### src/rtl/keypad_scan_ctrl.sv
// Matrix keypad scanner: drives active-low columns, debounces active-low rows and reports
// key codes with press, repeat, release and multi-key strobes, all paced by a scan tick.
module keypad_scan_ctrl #(
  parameter int ROWS           = 4,
  parameter int COLS           = 4,
  parameter int TICK_DIV       = 20000,
  parameter int DEBOUNCE_TICKS = 4,
  parameter int REPEAT_TICKS   = 0,
  localparam int CW            = $clog2(ROWS*COLS)
) (
  input  logic            clk,
  input  logic            rst_n,
  input  logic [ROWS-1:0] row,
  output logic [COLS-1:0] col,
  output logic [CW-1:0]   key_code,
  output logic            key_valid,
  output logic            key_held,
  output logic            key_release,
  output logic            multi_key
);

  localparam int DW  = $clog2(TICK_DIV);
  localparam int RW  = (ROWS > 1) ? $clog2(ROWS) : 1;
  localparam int CIW = (COLS > 1) ? $clog2(COLS) : 1;
  localparam int NW  = $clog2(ROWS + 1);
  localparam int DBW = $clog2(DEBOUNCE_TICKS + 1);
  localparam int RPW = (REPEAT_TICKS > 0) ? $clog2(REPEAT_TICKS + 1) : 1;
  localparam logic [ROWS-1:0] ROW_ONE = ROWS'(1);
  localparam logic [COLS-1:0] COL_ONE = COLS'(1);

  typedef enum logic [2:0] {IDLE, SCAN, DEBOUNCE, HELD, RELEASE} state_t;

  state_t          state_q, state_d;
  logic [ROWS-1:0] row_meta_q, row_sync_q;
  logic [DW-1:0]   div_q, div_d;
  logic            tick;
  logic [CIW-1:0]  col_idx_q, col_idx_d;
  logic [RW-1:0]   row_idx_q, row_idx_d;
  logic [DBW-1:0]  deb_q, deb_d;
  logic [RPW-1:0]  rep_q, rep_d;
  logic [CW-1:0]   key_code_q, key_code_d;
  logic            valid_q, valid_d, held_q, held_d;
  logic            release_q, release_d, multi_q, multi_d;
  logic [COLS-1:0] col_q, col_d;

  logic [ROWS-1:0] low;
  logic [NW-1:0]   n_low;
  logic [RW-1:0]   low_idx;
  logic            own_only;

  function automatic logic [CW-1:0] code_of(input logic [RW-1:0] r, input logic [CIW-1:0] c);
    return CW'(r) * CW'(COLS) + CW'(c);
  endfunction

  assign tick  = (div_q == DW'(TICK_DIV - 1));
  assign div_d = tick ? '0 : div_q + DW'(1);

  always_comb begin
    low      = ~row_sync_q;
    n_low    = '0;
    low_idx  = '0;
    for (int i = 0; i < ROWS; i++) begin
      if (low[i]) begin
        n_low   = n_low + NW'(1);
        low_idx = RW'(i);
      end
    end
    own_only = (low == (ROW_ONE << row_idx_q));
  end

  always_comb begin
    state_d    = state_q;
    col_idx_d  = col_idx_q;
    row_idx_d  = row_idx_q;
    deb_d      = deb_q;
    rep_d      = rep_q;
    key_code_d = key_code_q;
    valid_d    = 1'b0;
    release_d  = 1'b0;
    multi_d    = 1'b0;
    if (tick) begin
      case (state_q)
        IDLE: begin
          if (n_low != '0) begin
            state_d   = SCAN;
            col_idx_d = '0;
          end
        end
        SCAN: begin
          if (n_low == '0) begin
            if (col_idx_q == CIW'(COLS - 1)) state_d = IDLE;
            else                             col_idx_d = col_idx_q + CIW'(1);
          end else if (n_low == NW'(1)) begin
            row_idx_d = low_idx;
            deb_d     = DBW'(1);
            if (DEBOUNCE_TICKS == 1) begin
              key_code_d = code_of(low_idx, col_idx_q);
              valid_d    = 1'b1;
              rep_d      = '0;
              state_d    = HELD;
            end else begin
              state_d = DEBOUNCE;
            end
          end else begin
            multi_d = 1'b1;
            state_d = IDLE;
          end
        end
        DEBOUNCE: begin
          if (own_only) begin
            deb_d = deb_q + DBW'(1);
            if (deb_d == DBW'(DEBOUNCE_TICKS)) begin
              key_code_d = code_of(row_idx_q, col_idx_q);
              valid_d    = 1'b1;
              rep_d      = '0;
              state_d    = HELD;
            end
          end else begin
            state_d = IDLE;
          end
        end
        HELD: begin
          if (own_only) begin
            if (REPEAT_TICKS != 0) begin
              rep_d = rep_q + RPW'(1);
              if (rep_d == RPW'(REPEAT_TICKS)) begin
                valid_d = 1'b1;
                rep_d   = '0;
              end
            end
          end else if (low[row_idx_q]) begin
            multi_d = 1'b1;
          end else begin
            // Our row went high: this tick is the first release sample.
            deb_d = DBW'(1);
            if (DEBOUNCE_TICKS == 1) begin
              release_d = 1'b1;
              state_d   = IDLE;
            end else begin
              state_d = RELEASE;
            end
          end
        end
        RELEASE: begin
          if (n_low == '0) begin
            deb_d = deb_q + DBW'(1);
            if (deb_d == DBW'(DEBOUNCE_TICKS)) begin
              release_d = 1'b1;
              state_d   = IDLE;
            end
          end else if (own_only) begin
            rep_d   = '0;
            state_d = HELD;
          end else begin
            deb_d = '0;
          end
        end
        default: state_d = IDLE;
      endcase
    end
    held_d = (state_d == HELD) || (state_d == RELEASE);
    col_d  = (state_d == IDLE) ? '0 : ~(COL_ONE << col_idx_d);
  end

  always_ff @(posedge clk or negedge rst_n) begin
    if (!rst_n) begin
      row_meta_q <= '1;
      row_sync_q <= '1;
      div_q      <= '0;
      state_q    <= IDLE;
      col_idx_q  <= '0;
      row_idx_q  <= '0;
      deb_q      <= '0;
      rep_q      <= '0;
      key_code_q <= '0;
      valid_q    <= 1'b0;
      held_q     <= 1'b0;
      release_q  <= 1'b0;
      multi_q    <= 1'b0;
      col_q      <= '0;
    end else begin
      row_meta_q <= row;
      row_sync_q <= row_meta_q;
      div_q      <= div_d;
      state_q    <= state_d;
      col_idx_q  <= col_idx_d;
      row_idx_q  <= row_idx_d;
      deb_q      <= deb_d;
      rep_q      <= rep_d;
      key_code_q <= key_code_d;
      valid_q    <= valid_d;
      held_q     <= held_d;
      release_q  <= release_d;
      multi_q    <= multi_d;
      col_q      <= col_d;
    end
  end

  assign col         = col_q;
  assign key_code    = key_code_q;
  assign key_valid   = valid_q;
  assign key_held    = held_q;
  assign key_release = release_q;
  assign multi_key   = multi_q;

endmodule

### config.mk
export PLATFORM = sky130hd
export DESIGN_NAME = keypad_scan_ctrl
export DESIGN_NICKNAME = d
export VERILOG_FILES = /design/src/rtl/keypad_scan_ctrl.sv
export SDC_FILE = /design/constraint.sdc
export NUM_CORES = 1
export LEC_CHECK = 0
export ABC_AREA = 1
export CAP_MARGIN = 20
export CORE_ASPECT_RATIO = 1.25
export CORE_MARGIN = 2
export CORE_UTILIZATION = 52
export CTS_CLUSTER_SIZE = 8
export DETAILED_ROUTE_END_ITERATION = 10
export GPL_ROUTABILITY_DRIVEN = 0
export PLACE_DENSITY = 0.81
export RECOVER_POWER = 100
export SYNTH_ARGS = -nofsm -noshare
export SYNTH_HDL_FRONTEND = slang
export SYNTH_SLANG_ARGS = --single-unit
### constraint.sdc
create_clock -name clk -period 2.7 [get_ports clk]
set_input_delay 0.405 -clock clk [delete_from_list [all_inputs] [get_ports clk]]
set_output_delay 0.405 -clock clk [all_outputs]
set_load 0.005 [all_outputs]
Yosys cells after proc, flatten, opt, wreduce, memory -nomap -nowiden
Index checks and enable logic that the tools add are counted.
{"block": "totals", "register_bits": 45, "inputBits": 6, "output_inout_bits": 12, "wordCells": 102}
{"block": "op_classes", "add_sub_neg": 7, "magnitude_cmp": 1, "n_eq_ne": 17, "n_shift": 2, "n_mux": 50, "bitwise_logic": 3, "n_reduce_logical": 9}
{"cell": "3-bit 2-to-1 mux", "count": 21}
{"cell": "15-bit by 1-bit adder with 15-bit output (second input constant)", "count": 1}
{"cell": "15-bit == test (second input constant)", "count": 1}
{"cell": "1-bit 2-to-1 mux", "count": 15}
{"cell": "15-bit 2-to-1 mux", "count": 1}
{"cell": "3-bit one-hot mux with 5 select lines", "count": 1}
{"cell": "2-bit 2-to-1 mux", "count": 7}
{"cell": "3-bit by 1-bit adder with 3-bit output (second input constant)", "count": 4}
{"cell": "3-bit one-hot mux with 4 select lines", "count": 1}
{"cell": "2-bit != test (second input constant)", "count": 5}
{"cell": "3-bit by 2-bit == test with 1-bit output (second input constant)", "count": 3}
{"cell": "3-bit == test (second input constant)", "count": 3}
{"cell": "3-bit logical NOT", "count": 3}
{"cell": "4-bit NOT", "count": 2}
{"cell": "4-bit AND reduction", "count": 2}
{"cell": "8-bit AND reduction", "count": 1}
{"cell": "1-bit by 2-bit << shifter with 4-bit output (first input constant)", "count": 2}
{"cell": "3-bit by 1-bit == test with 1-bit output (second input constant)", "count": 2}
{"cell": "4-bit by 2-bit adder with 4-bit output", "count": 1}
{"cell": "4-bit == test", "count": 1}
{"cell": "4-bit 2-to-1 mux", "count": 1}
{"cell": "2-bit one-hot mux with 2 select lines", "count": 1}
{"cell": "4-bit nonzero test", "count": 1}
{"cell": "2-bit by 3-bit less-than comparator with 1-bit output (second input constant)", "count": 1}
{"cell": "8 further kinds", "count": 8}

Longest topological paths before layout
Gate-level depths: netlist (run 1).
{"block": "depth", "ltp_word": 15, "depth_mapped": 21, "ltp_nobuf": 21}

Worst setup path after synthesis (run 1)
OpenSTA, ideal clock, no wires.
{"block": "synth_path", "path_type": "reg2reg", "startpoint": "reg row_sync_q[0]", "endpoint": "reg col_q[0] (netlist: col[0])", "setup_ns": 0.128, "arrival_ns": 2.390, "required_time_ns": 2.572, "setup_slack_ns": 0.183, "path_stages_with_launch": 17, "n_path_buf": 0, "synth_period_minus_slack_ns": 2.517, "path_cell_list": "dfstp_2 -> inv_1 -> ha_1 -> inv_1 -> nand2_1 -> nand2_1 -> inv_1 -> ha_1 -> or2_1 -> nand2_1 -> nand3_4 -> nand3_2 -> nand2_1 -> o21bai_2 -> nand2_2 -> nor2_4 -> a21oi_1"}
{"block": "synth_via", "elab_chain_len": 15, "elab_cells_between_ends": 32}
{"element": "start, declared", "line": "34", "rtl": "logic [ROWS-1:0] row_meta_q, row_sync_q;"}
{"element": "start signal, assigned", "line": "183", "rtl": "row_sync_q <= row_meta_q;"}
{"element": "4-bit NOT (*)", "line": "59", "rtl": "low = ~row_sync_q;"}
{"element": "1-bit 2-to-1 mux", "line": "63", "rtl": "if (low[i]) begin"}
{"element": "3-bit by 1-bit adder with 3-bit output", "line": "64", "rtl": "n_low = n_low + NW'(1);"}
{"element": "3-bit 2-to-1 mux", "line": "63"}
{"element": "3-bit by 1-bit adder with 3-bit output", "line": "64"}
{"element": "3-bit 2-to-1 mux", "line": "63"}
{"element": "3-bit by 1-bit adder with 3-bit output", "line": "64"}
{"element": "3-bit 2-to-1 mux", "line": "63"}
{"element": "3-bit by 1-bit == test with 1-bit output", "line": "93", "rtl": "end else if (n_low == NW'(1)) begin"}
{"element": "2-bit 2-to-1 mux", "line": "93"}
{"element": "3-bit 2-to-1 mux", "line": "90", "rtl": "if (n_low == '0) begin"}
{"element": "3-bit one-hot mux with 5 select lines (*)", "line": "82", "rtl": "case (state_q)"}
{"element": "3-bit 2-to-1 mux (*)", "line": "81", "rtl": "if (tick) begin"}
{"element": "net state_d[1]", "line": "33", "rtl": "state_t state_q, state_d;"}
{"element": "3-bit logical NOT (*)", "line": "162", "rtl": "col_d = (state_d == IDLE) ? '0 : ~(COL_ONE << col_idx_d);"}
{"element": "4-bit 2-to-1 mux (*)", "line": "162"}
{"element": "net col_d[0]", "line": "44", "rtl": "logic [COLS-1:0] col_q, col_d;"}
{"element": "end signal, assigned", "line": "195", "rtl": "col_q <= col_d;"}
{"element": "end, declared", "line": "44"}
The timed path passes the listed nets; every way through them passes the cells marked *. The select of a mux whose other input is x is not followed.
A chain may end at the register's enable or synchronous reset.

Worst setup path in the final report (run 1)
{"block": "layout_path", "startpoint": "reg row_sync_q[1]", "endpoint": "reg col_q[3] (netlist: col[3])"}
{"block": "layout_via", "elab_cells_between_ends": 30}
{"element": "4-bit NOT (*)", "line": "59"}
{"element": "3-bit 2-to-1 mux", "line": "63"}
{"element": "3-bit by 1-bit adder with 3-bit output", "line": "64"}
{"element": "3-bit 2-to-1 mux", "line": "63"}
{"element": "3-bit by 1-bit adder with 3-bit output", "line": "64"}
{"element": "3-bit 2-to-1 mux", "line": "63"}
{"element": "3-bit logical NOT / 3-bit nonzero test (equally long branches)", "line": "90, 145, 84"}
{"element": "3-bit 2-to-1 mux (on tied branches)", "line": "145, 84, 90"}
{"element": "3-bit one-hot mux with 5 select lines (*)", "line": "82"}
{"element": "3-bit 2-to-1 mux (*)", "line": "81"}
{"element": "net state_d[0]", "line": "33"}
{"element": "3-bit logical NOT (*)", "line": "162"}
{"element": "4-bit 2-to-1 mux (*)", "line": "162"}
{"element": "net col_d[3]", "line": "44"}
Marked as above.

==> results of run 1 <==
[state kept, by name, summed over array words and instances, names as in the netlist, 3 cells and up]
signal,cells
row_meta_q,4
col,4
key_code,4
row_sync_q,4
deb_q,3
state_q,3
div_q,15
[timing repair]
| action | in CTS | in global routing |
|---|---|---|
| setup endpoints to repair | 5 | 9 |
| pin swaps | 1 | 10 |
| resized for setup | 2 | 19 |
| setup buffers | 0 | 3 |
[cell type report]
type	instances	area (µm²)	share of cell area
Clock buffer	7	96.3	0.0338
Multi-Input combinational cell	214	1170	0.409
Tap cell	58	72.6	0.0254
Inverter	46	178	0.0623
Sequential cell	45	1140	0.398
Clock inverter	1	5.00	0.00176
Timing Repair Buffer	22	198	0.0693
[metal layers]
metal / vias to the layer above / track usage / wire [µm]
met3: 11 / 0.0462 / 180
met2: 45 / 0.365 / 2460
met5: - / 0 / 0
met1: 966 / 0.233 / 2090
met4: 0 / 0.102 / 119
li1: 1038 / - / -
[worst min-delay path by stage]
stage,start,end,slack (ps),cells past startpoint
3_5_place_dp,row_meta_q[2],row_sync_q[2],350,0
6_report,row_meta_q[3],row_sync_q[3],360,0
5_1_grt,row_meta_q[3],row_sync_q[3],360,0
4_1_cts,rst_n,row_idx_q[1],290,1
2_1_floorplan,rst_n,col[0],110,0
3_3_place_gp,row_meta_q[2],row_sync_q[2],350,0
[synth_stat cells, types with 2 or more instances]
cell type  count  area (µm²)
a21oi_1       16        80.1
a221oi_1       2        17.5
dfrtp_1       37         926
dfstp_2        8         210
ha_1           6        75.1
inv_1         39         146
inv_2          6        22.5
nand2_1       79         297
nand2_2        7        43.8
nand3_1       22         110
nand4_1        8        50.1
nor2_1        28         105
nor2_2         4        25.0
nor2_4         2        22.5
nor3_1         3        15.0
nor3_2         3        30.0
nor3b_1        3        22.5
o21ai_0       12        60.1
o21ai_1        5        25.0
xor2_1         3        26.3
[per-stage QoR]
stage	power (mW)	std cells	utilization	hold slack (ps)
final	1.24	393	0.639	359
after global routing	1.29	393	0.639	359
after CTS	1.24	390	0.627	292
after detailed placement	0.785	382	0.601	347
after global placement	0.784	382	0.601	347
after floorplan	0.757	307	-	109
[power by group]
part / internal [mW] / switching [mW] / total (mW)
registers: 0.685 / 0.00661 / 0.691
clock network: 0.231 / 0.223 / 0.454
logic: 0.0335 / 0.0636 / 0.0971
[cell families after synthesis]
group,Yosys count
simple gates,164
compound gates,40
mux,1
flops,45
fa+ha+maj,6
buf+inv,48
xor+xnor,3
==> results by group, run 1 <==
Drt
  • Vias per cell: 5.24
  • Antenna-violating nets left: 0
  • # DRC: 0
  • DRT Wirelength: 4860 µm
  • Via Count: 2060
  • 1st-iter DRT viols: 124
  • WL/cell: 12.4 µm
  • Drt pass-1 iters: 4

Placed design
  • PortBufs: 17
  • Pre-CTS setup slack: -14.8 ps
  • Placement Cell Area: 2680 µm²
  • Post-DP HPWL: 3410 µm

Layout
  • Most frequent cells in the layout: nand2_1, dfrtp_1, inv_1
  • ANT cells: 0
  • Fill count: 398
  • Commonest non-fill, non-tap cell in the layout: nand2_1
  • Final Cell Area: 2850 µm²
  • Area grow syn2layout: 16.5%
  • Final net count: 346
  • Layout cells sized above 1: 0.179

Synthesis
  • Seq/Total Area, Yosys: 0.464
  • Mapped Cells: 307
  • Yosys Warn Count: 0
  • Multiplexer share of the synthesized area: 0.00460
  • Fraction of registers with async set/reset: 1.00
  • Post-Syn Area per Cell: 7.97 µm²
  • Seq cells post-synth: 45
  • Compound-gate portion of the synthesized area: 0.0966
  • Netlist cell types: 34
  • Number of synthesized flops with an enable pin: 0
  • Post-synthesis adder-cell area fraction: 0.0307
  • Post-synth top flop: dfrtp_1
  • XOR/XNOR Fraction of Synth Area: 0.0107
  • Simple-Gate Fraction of Synth Area: 0.314
  • Largest family of logic cells by synthesized area: simple AND/OR/NAND/NOR gates
  • Net count after synthesis: 319
  • Synthesized cell area: 2450 µm²

Outcome
  • Status: finished, violations left
  • Failing checks: max-capacitance violations, max-slew violations

Timing
  • Setup_tns: 0 ps
  • Pins Over Slew Limit: 46
  • Post-route worst setup slack: 131 ps
  • Final critical-path required period: 2570 ps
  • Slew @ Worst Pin: 2280 ps
  • Period utilization: 0.952
  • Relative slew slack: -0.517
  • Hold Vio Cnt, Final: 0
  • Layout Skew: 4.07 ps
  • Final Setup Violations: 0
  • FMAX: 0.389 GHz

Critical path
  • CP endpoint: col[3]
  • Worst reg2reg path depth: 16
  • Critical path depth: 16
  • WS Path Type: flip-flop to flip-flop
  • Top cell by count, worst path: nand2_2
  • Max incr delay on CP: 580 ps
  • CP Cell Sequence: inv_4 > ha_4 > inv_1 > nand2_2 > nand2_2 > inv_2 > ha_4 > or2_1 > nand2_2 > nand3_4 > a21oi_2 > nand3_1 > nand2_1 > nand2_2 > nor2_4 > a21oi_1
  • Critical path required time: 2880 ps
  • Crit path from: row_sync_q[1]
  • Critical Path End Type: flip-flop
  • Data arrival time of the worst path: 2750 ps
  • CP delay by family, top: simple AND/OR/NAND/NOR gates
  • Crit Path Max Fanout: 7
  • RR Startpoint: row_sync_q[1]
  • R2r setup slk: 130 ps
  • Startpoint Class: flip-flop
  • R2R Path End: col[3]
  • Slowest CP cell: dfstp_2
  • CP bufs+invs: 3

Power
  • Static leakage: 1.45 nW
  • Peak supply drop: 0.000280 V
  • Pwr/cell area: 436 nW/µm²

CTS
  • Worst-Skew Late Latency: 300 ps
  • Max Root-Sink Buffers: 2
  • Worst-path clk slew: 80 ps
  • # clock sinks: 45
  • CTS Hold Bufs: 0
  • Num CTS Buffers: 5
  • CTS tree: built
  • Clk root buf: clkbuf_8
  • H-Tree Depth: 2

GRT
  • First-pass GRT wire length: 8280 µm
  • Number of global-route vias before repair: 1950
  • Overall Global Routing Usage: 0.206
  • Grt ovf: 0
  • Largest net degree at the start of global routing: 46
  • Initial antenna violation count: 0

Die
  • Die Width: 65.4 µm
  • I/O Pins: 18
  • Die footprint: 5270 µm²
  • Row Count: 27
  • Initial Util: 0.549
  • Core ar.: 4460 µm²
  • Die height: 80.7 µm

Flow run
  • Maximum Capacitance Violations: 1

Worst hold path
  • Worst hold path type: flip-flop to flip-flop
(Power assumes the default switching activity.)
==> run 2: changes to the inputs <==
CORE_MARGIN = unset   (was 2)
==> results by group, run 2 (synthesized netlist as in run 1, its figures left out) <==
Timing
  • Hold Vio Cnt, Final: 0 (unchanged)
  • Relative slew slack: -0.151 (+0.365)
  • FMAX: 0.395 GHz (+1.6%)
  • Final critical-path required period: 2530 ps (-40.5 ps)
  • Post-route worst setup slack: 171 ps (+40.5 ps)
  • Pins Over Slew Limit: 34 (-26%)
  • Final Setup Violations: 0 (unchanged)
  • Slew @ Worst Pin: 1730 ps (-548 ps)
  • WHS: 101 ps (-259 ps)
  • Period utilization: 0.937 (-0.0150)
  • Layout Skew: 8.98 ps (+4.91 ps)

Layout
  • Area grow syn2layout: 16.0%
  • Most frequent cells in the layout: nand2_1, dfrtp_1, inv_1
  • Final design utilization: 0.636 (-0.00309)
  • Layout cells sized above 1: 0.189 (+0.00952)
  • Final cell count without fillers: 392 (-0.25%)
  • Largest Register: div_q
  • Fill count: 406 (+2.0%)
  • Final net count: 345 (-0.29%)
  • ANT cells: 0 (unchanged)
  • Commonest non-fill, non-tap cell in the layout: nand2_1
  • Max reg flops: 15 (unchanged)

Placed design
  • Cell total after placement: 382 (unchanged)
  • PortBufs: 17 (unchanged)
  • Post-DP HPWL: 3560 µm (+4.4%)
  • Pre-CTS setup slack: -18.9 ps (-4.12 ps)

CTS
  • Num CTS Buffers: 5 (unchanged)
  • Max Root-Sink Buffers: 2 (unchanged)
  • Worst-path clk slew: 90 ps (about the same)
  • H-Tree Depth: 2 (unchanged)
  • CTS Hold Bufs: 0 (unchanged)
  • # clock sinks: 45 (unchanged)
  • CTS tree: built
  • Worst-Skew Late Latency: 300 ps (about the same)
  • Clk root buf: clkbuf_8

Drt
  • Antenna-violating nets left: 0 (unchanged)
  • DRT Wirelength: 4890 µm (+0.72%)
  • Drt pass-1 iters: 4 (unchanged)
  • WL/cell: 12.5 µm (+0.98%)
  • 1st-iter DRT viols: 143 (+15%)
  • # DRC: 0 (unchanged)
  • Via Count: 2052 (-0.39%)
  • Vias per cell: 5.23 (-0.13%)

Outcome
  • Failing checks: max-capacitance violations, max-slew violations
  • Status: finished, violations left

GRT
  • Number of global-route vias before repair: 2016 (+3.4%)
  • Initial antenna violation count: 0 (unchanged)
  • Met1 usage in global routing: 0.243 (+0.0101)
  • Largest net degree at the start of global routing: 46 (unchanged)
  • Grt met2 use: 0.371 (+0.00597)
  • First-pass GRT wire length: 8420 µm (+1.7%)
  • Overall Global Routing Usage: 0.216 (+0.00925)
  • Grt met3 use: 0.0517 (+0.00551)
  • GR peak layer: met2
  • Grt ovf: 0 (unchanged)

Critical path
  • Worst reg2reg path depth: 16 (unchanged)
  • Startpoint Class: flip-flop
  • Data arrival time of the worst path: 2720 ps (-30 ps)
  • R2R Path End: col[2]
  • Critical Path End Type: flip-flop
  • WS Path Type: flip-flop to flip-flop
  • RR Startpoint: row_sync_q[1]
  • Crit Path Max Fanout: 7 (unchanged)
  • R2r setup slk: 170 ps (+40 ps)
  • Critical path required time: 2890 ps (about the same)

Power
  • Static leakage: 1.43 nW (-1.4%)
  • Pwr/cell area: 422 nW/µm² (-3.1%)
  • Peak supply drop: 0.000327 V (+17%)

Die
  • Initial Util: 0.549 (unchanged)
  • Core ar.: 4460 µm² (unchanged)
  • Die height: 78.7 µm (-2.5%)
  • I/O Pins: 18 (unchanged)
  • Row Count: 27 (unchanged)
  • Die footprint: 4990 µm² (-5.5%)
  • Die Width: 63.4 µm (-3.1%)

Worst hold path
  • Worst hold path type: input port to asynchronous set/reset pin

Flow run
  • Maximum Capacitance Violations: 1 (unchanged)
[run 2: cell count changes in the layout (fill, tap and decap cells not counted), moves of 2 or more]
cell,change
buf_4,-2
nand3_1,-2
o21ai_0,+2
o21ai_1,-2
clkbuf_8,-2
nand3_2,+3
[run 2: layout make-up]
type	instances	area, µm²	share of cell area
clock buffers	5	68.8	0.0243
multi-input cells	214	1180	0.414
flip-flops and latches	45	1140	0.400
inverters	46	180	0.0635
repair buffers	21	186	0.0657
clock inverters	3	17.5	0.00617
well taps	58	72.6	0.0256
[run 2: routing by layer]
metal | vias up | wire, µm
met1 | 963 | 2040
met3 | 11 | 174
li1 | 1034 | -
met5 | - | 0
met2 | 44 | 2560
met4 | 0 | 113
[run 2: how the worst max path moves through the flow]
stage | startpoint | slack (ps) | end
floorplan | row_sync_q[0] | 180 | col[0]
global placement | row_sync_q[1] | 60 | col[2]
detailed placement | row_sync_q[1] | -20 | col[3]
CTS | row_sync_q[1] | 8 | col[3]
global route | row_sync_q[1] | -0.03 | deb_q[0]
finish | row_sync_q[1] | 170 | col[2]
[run 2: per-stage QoR]
step                      total power [mW]  cell area (µm²)  TNS [ps]
after floorplan                      0.757             2450         0
after global placement               0.784             2680         0
after detailed placement             0.787             2680     -59.8
after CTS                             1.20             2770         0
after global routing                  1.25             2840   -0.0262
final                                 1.20             2840         0
[run 2: worst max-delay path, cell delays in order (launching register included)]
cell,delay [ps]
dfstp_2,580
inv_4,50
ha_4,280
inv_2,30
nand2_2,60
nand2_2,60
inv_2,60
ha_4,190
or2_1,230
nand2_2,100
nand3_4,120
a21oi_2,160
nand3_1,70
nand2_1,70
nand2_2,90
nor2_4,170
a21oi_1,80
[run 2: power breakdown]
part,internal (mW),leakage [nW],switching (mW),total (mW)
Combinational,0.0336,0.801,0.0642,0.0978
Sequential,0.685,0.587,0.00695,0.692
Clock,0.179,0.0439,0.230,0.409
Total,0.897,1.43,0.301,1.20
[run 2: what timing repair did]
item                                    CTS  global route
setup buffers                             0             1
endpoints found under the setup margin    5             9
pin swaps                                 0            15
gates resized for setup                   2            21
